File: src/rtl/obi_error_responder.sv
// obi_error_responder: OBI slave terminating accesses that decode to no real slave.
// Grants every request, answers in order after LATENCY cycles (reads return a
// poison word), captures the first faulting access and raises a sticky interrupt.
module obi_error_responder #(
    parameter int unsigned LATENCY   = 1,
    parameter logic [31:0] ERR_RDATA = 32'hBADACCE5,
    parameter int unsigned CNT_W     = 8
) (
    input  logic             clk_i,
    input  logic             rst_ni,
    input  logic             req_i,
    output logic             gnt_o,
    input  logic [31:0]      addr_i,
    input  logic             we_i,
    input  logic [3:0]       be_i,
    input  logic [31:0]      wdata_i,
    output logic             rvalid_o,
    output logic [31:0]      rdata_o,
    input  logic             clear_i,
    output logic             err_irq_o,
    output logic             err_valid_o,
    output logic [31:0]      err_addr_o,
    output logic             err_we_o,
    output logic [3:0]       err_be_o,
    output logic [CNT_W-1:0] err_count_o
);

    localparam int unsigned PIPE_W = LATENCY + 1;

    logic               w_accept;
    logic [PIPE_W-1:0]  w_vld_chain;
    logic [PIPE_W-1:0]  w_rd_chain;
    logic               w_load_capture;
    logic               w_unused;

    logic [LATENCY-1:0] r_vld;
    logic [LATENCY-1:0] r_rd;
    logic [31:0]        r_rdata;
    logic               r_err_valid;
    logic               r_err_irq;
    logic [31:0]        r_err_addr;
    logic               r_err_we;
    logic [3:0]         r_err_be;
    logic [CNT_W-1:0]   r_err_count;

    // Grant is the only combinational output; the block never back-pressures.
    assign gnt_o    = req_i;
    assign w_accept = req_i;

    // Chains of pipeline inputs: bit 0 is the new access, bit i is stage i-1.
    assign w_vld_chain = {r_vld, w_accept};
    assign w_rd_chain  = {r_rd, w_accept & ~we_i};

    // Accept wins over clear, and the first access after clear re-arms the capture.
    assign w_load_capture = w_accept & (clear_i | ~r_err_valid);

    // Write data is never stored; the final read-flag stage is superseded by r_rdata.
    assign w_unused = ^{wdata_i, w_rd_chain[LATENCY]};

    // Response pipeline: one {valid, is_read} entry per accepted access.
    always_ff @(posedge clk_i or negedge rst_ni) begin
        if (!rst_ni) begin
            r_vld   <= '0;
            r_rd    <= '0;
            r_rdata <= '0;
        end else begin
            for (int i = 0; i < LATENCY; i++) begin
                r_vld[i] <= w_vld_chain[i];
                r_rd[i]  <= w_rd_chain[i];
            end
            r_rdata <= w_rd_chain[LATENCY-1] ? ERR_RDATA : 32'h0;
        end
    end

    // First-fault capture and sticky interrupt.
    always_ff @(posedge clk_i or negedge rst_ni) begin
        if (!rst_ni) begin
            r_err_valid <= 1'b0;
            r_err_irq   <= 1'b0;
            r_err_addr  <= '0;
            r_err_we    <= 1'b0;
            r_err_be    <= '0;
        end else if (w_load_capture) begin
            r_err_valid <= 1'b1;
            r_err_irq   <= 1'b1;
            r_err_addr  <= addr_i;
            r_err_we    <= we_i;
            r_err_be    <= be_i;
        end else if (clear_i) begin
            r_err_valid <= 1'b0;
            r_err_irq   <= 1'b0;
            r_err_addr  <= '0;
            r_err_we    <= 1'b0;
            r_err_be    <= '0;
        end
    end

    // Saturating count of accepted accesses since the last clear.
    always_ff @(posedge clk_i or negedge rst_ni) begin
        if (!rst_ni) begin
            r_err_count <= '0;
        end else if (clear_i) begin
            r_err_count <= w_accept ? CNT_W'(1) : '0;
        end else if (w_accept && (r_err_count != {CNT_W{1'b1}})) begin
            r_err_count <= r_err_count + CNT_W'(1);
        end
    end

    assign rvalid_o    = w_vld_chain[LATENCY];
    assign rdata_o     = r_rdata;
    assign err_valid_o = r_err_valid;
    assign err_irq_o   = r_err_irq;
    assign err_addr_o  = r_err_addr;
    assign err_we_o    = r_err_we;
    assign err_be_o    = r_err_be;
    assign err_count_o = r_err_count;

endmodule

File: config.mk
export PLATFORM = sky130hd
export DESIGN_NAME = obi_error_responder
export DESIGN_NICKNAME = d
export VERILOG_FILES = /design/src/rtl/obi_error_responder.sv
export SDC_FILE = /design/constraint.sdc
export NUM_CORES = 1
export LEC_CHECK = 0
export BUFFER_PORTS_ARGS = -buffer_cell sky130_fd_sc_hd__buf_2
export CAP_MARGIN = 10
export CORE_UTILIZATION = 35
export DETAILED_ROUTE_END_ITERATION = 6
export GPL_TIMING_DRIVEN = 0
export PLACE_DENSITY = 0.75
export SLEW_MARGIN = 10
export SYNTH_ARGS = -nofsm -noshare
export SYNTH_HDL_FRONTEND = slang
export SYNTH_SLANG_ARGS = --single-unit
File: constraint.sdc
create_clock -name clk_i -period 2.02 [get_ports clk_i]
set_input_delay 0.202 -clock clk_i [delete_from_list [all_inputs] [get_ports clk_i]]
set_output_delay 0.202 -clock clk_i [all_outputs]
set_load 0.005 [all_outputs]
==> run_results.csv <==
group,metric,value,unit
grt,grt_first_pass_wirelength,8.54,mm
setup_path,startpoint_type,"flip-flop",
grt,grt_usage,15.3,%
synthesis,yosysTopAreaCell,"dfrtp_1",
finish,fin_nets,449,
setup_path,required,2240,ps
floorplanning,die_y,84.0,um
setup_path,cp-end-kind,"flip-flop",
clocking,cts_root_buf,"clkbuf_8",
synthesis,avgSynthCellArea,9.49,um2
pwr,p_per_area,640,mW/mm2
pwr,power_leakage,0.00182,uW
outcome,violations,"design-rule violations",
placement,dp.cells,445,
setup_path,criticalPathCategory,"reg -> reg",
setup_path,path_depth,5,
clocking,htreeDepth,2,
synthesis,syn_area,0.00235,mm2
setup_path,critical_path_arrival,1860,ps
synthesis,synthDistinctLibCells,28,
clocking,cts_buffers,5,
clocking,cts_resized,0,
synthesis,synthTopCellsByArea,"dfrtp_1 (51%), nand2_1 (13%), nand3b_1 (12%), buf_4 (11%), buf_2 (1.9%)",
placement,place.gp.congestion,0.768,
floorplanning,ios,154,
finish,areaGrowthSynthToFinish,32.3,%
floorplanning,rows,29,
synthesis,yosysTopAreaCellShare,51.0,%
clocking,ctsHoldBuffers,0,
sta,drv_slew,0,
setup_path,worstPathCellList,"ha_1 -> nand3_2 -> o21ai_4 -> or4_1 -> a21oi_1",
pwr,ir_drop,0.000240,V
floorplanning,dieArea,0.00706,mm2
clocking,clkLatencyLatePin,290,ps
detailed_routing,drc_errors,18,
placement,portBuffers,108,
detailed_routing,wl_per_cell,11.7,um
finish,antenna_cells,0,
sta,skew,4.47,ps
floorplanning,core,0.00642,mm2
sta,fmax,0.613,GHz
floorplanning,initial_core_util,36.7,%
synthesis,syn_inst,248,
clocking,clk_pin_slew,90,ps
hold_path,min_path_cells,1,
detailed_routing,drtIter0Drc,116,
detailed_routing,routed_via_density,4.47,
setup_path,critPathTopFamily,"simple AND/OR/NAND/NOR gates",
synthesis,yosysSeqAreaShare,51.0,%
finish,stdcell_count,452,
sta,hold_viol,0,
floorplanning,die_w,84.0,um
finish,final_layout_size_suffix_gt1_share,42.9,%
clocking,post_cts_buffers,0,
setup_path,path_buf_inv,0,
placement,hpwl,3.84,mm
sta,setup-violations-final,0,
grt,grt_max_degree,49,
placement,place_area,0.00304,mm2
sta,worst_pin_slew,1070,ps
synthesis,yosys_warnings,0,
detailed_routing,dr.pass1.iters,6,
clocking,clockBufferDepth,2,
synthesis,dominantRegCellSynth,"dfrtp_1",
setup_path,cp_slowest_stage_delay,470,ps
setup_path,crit_fanout,6,
clocking,clock_sinks,48,
sta,post-route-min-period,1630,ps
finish,fin_area,0.00311,mm2
outcome,status,"finished, violations left",
setup_path,slowest_stage,"or4_1",
grt,grt_antenna_before_repair,0,
grt,gr-total-overflow,0,
sta,grt_setup_unrepaired,"false",
setup_path,worstRegToRegCells,5,
detailed_routing,dr_total_vias,2020,
synthesis,synth_async_sr_flop_share,100,%
detailed_routing,routed_wl,5.30,mm
run,drv_cap,0,
synthesis,synth-edff-count,0,
sta,post-route-period-util,80.8,%
detailed_routing,ant_nets,0,
sta,fin_tns_setup,0,ps
sta,relSlewSlack,28.7,%
grt,grt_pass1_vias,1821,
clocking,cts_tree,"yes",
synthesis,yosys_register_bits,48,
hold_path,hp-class,"in -> reg",
## per-layer routing
| layer | global-route usage [%] | vias to the layer above | share of wire [%] | routed length, um |
|---|---|---|---|---|
| met5 | 0 | - | 0 | 0 |
| met4 | 3.76 | 0 | 0.58 | 31 |
| met3 | 3.96 | 4 | 7.2 | 379 |
| met2 | 26.0 | 80 | 48 | 2530 |
| met1 | 19.3 | 931 | 45 | 2360 |
| li1 | - | 1005 | - | - |
## placed cells by master (no fill, tap or decap), drive strengths merged
cell type  instances
a21oi              2
a31oi              1
and2               1
and4               1
buf              150
clkbuf            10
clkinv             1
conb              13
dfrtp             48
ha                 1
mux2i              3
nand2             81
nand2b             4
nand3              2
nand3b            37
nand4              2
nor2               8
nor2b              1
nor3               2
o21ai              2
o21bai             1
o31ai              1
or4                1
xor2               2
## state kept, by name, indices dropped and copies added (netlist names)
name and cells:
rvalid_o 1, err_count_o 8, err_we_o 1, rdata_o 1, err_be_o 4, err_addr_o 32
err_irq_o 1
## cells by family after synthesis
kind of cell | synth area share, %
muxes | 1.28
adders and majority gates | 0.531
buffers and inverters | 13.5
DFF | 51.0
and+or+nand+nor | 30.6
AOI/OAI and AO/OA | 2.23
xor gates and xnor gates | 0.744
other | 0.159
## layout make-up
| type | count | area (um2) |
|---|---|---|
| Buffer | 46 | 318 |
| Fill cell | 634 | 3310 |
| Timing Repair Buffer | 108 | 541 |
| Clock inverter | 1 | 5.00 |
| Clock buffer | 6 | 72.6 |
| Sequential cell | 48 | 1200 |
| Tap cell | 77 | 96.3 |
| Multi-Input combinational cell | 166 | 881 |
## where the power goes
group | switching, uW | internal, uW
clock | 314 | 236
sequential | 48.5 | 1030
combinational | 176 | 187
## cells in the mapped netlist (2+ instances only)
master / instances
nand2_1: 81
dfrtp_1: 48
nand3b_1: 37
buf_4: 33
buf_2: 9
nor2_1: 8
nand2b_1: 4
clkbuf_1: 3
mux2i_1: 3
a21oi_1: 2
nor3_1: 2
xor2_1: 2
## metrics by stage
| stage | total power (uW) | hold WS (ps) | setup WS, ps | utilization (%) |
|---|---|---|---|---|
| final | 1990 | 49.1 | 388 | 48.5 |
| after CTS | 2020 | 40.3 | 393 | 48.5 |
| after floorplan | 1280 | -93.6 | 500 | - |
| after detailed placement | 1470 | 352 | 419 | 47.3 |
| after global routing | 2090 | 56.3 | 292 | 48.5 |
| after global placement | 1460 | 352 | 439 | 47.3 |
## worst paths after layout
| check | start | endpoint | slack [ps] |
|---|---|---|---|
| worst max register to register | err_count_o[0] | err_count_o[5] | 390 |
| worst min register to register | err_addr_o[31] | err_addr_o[31] | 510 |
| min in group asynchronous | rst_ni | err_addr_o[22] | 100 |
| worst min-delay path | req_i | rvalid_o | 50 |
| worst max-delay path | err_count_o[0] | err_count_o[5] | 390 |
| max in group asynchronous | rst_ni | err_addr_o[14] | 1270 |
Note: power is estimated with default switching activity, not from simulation.
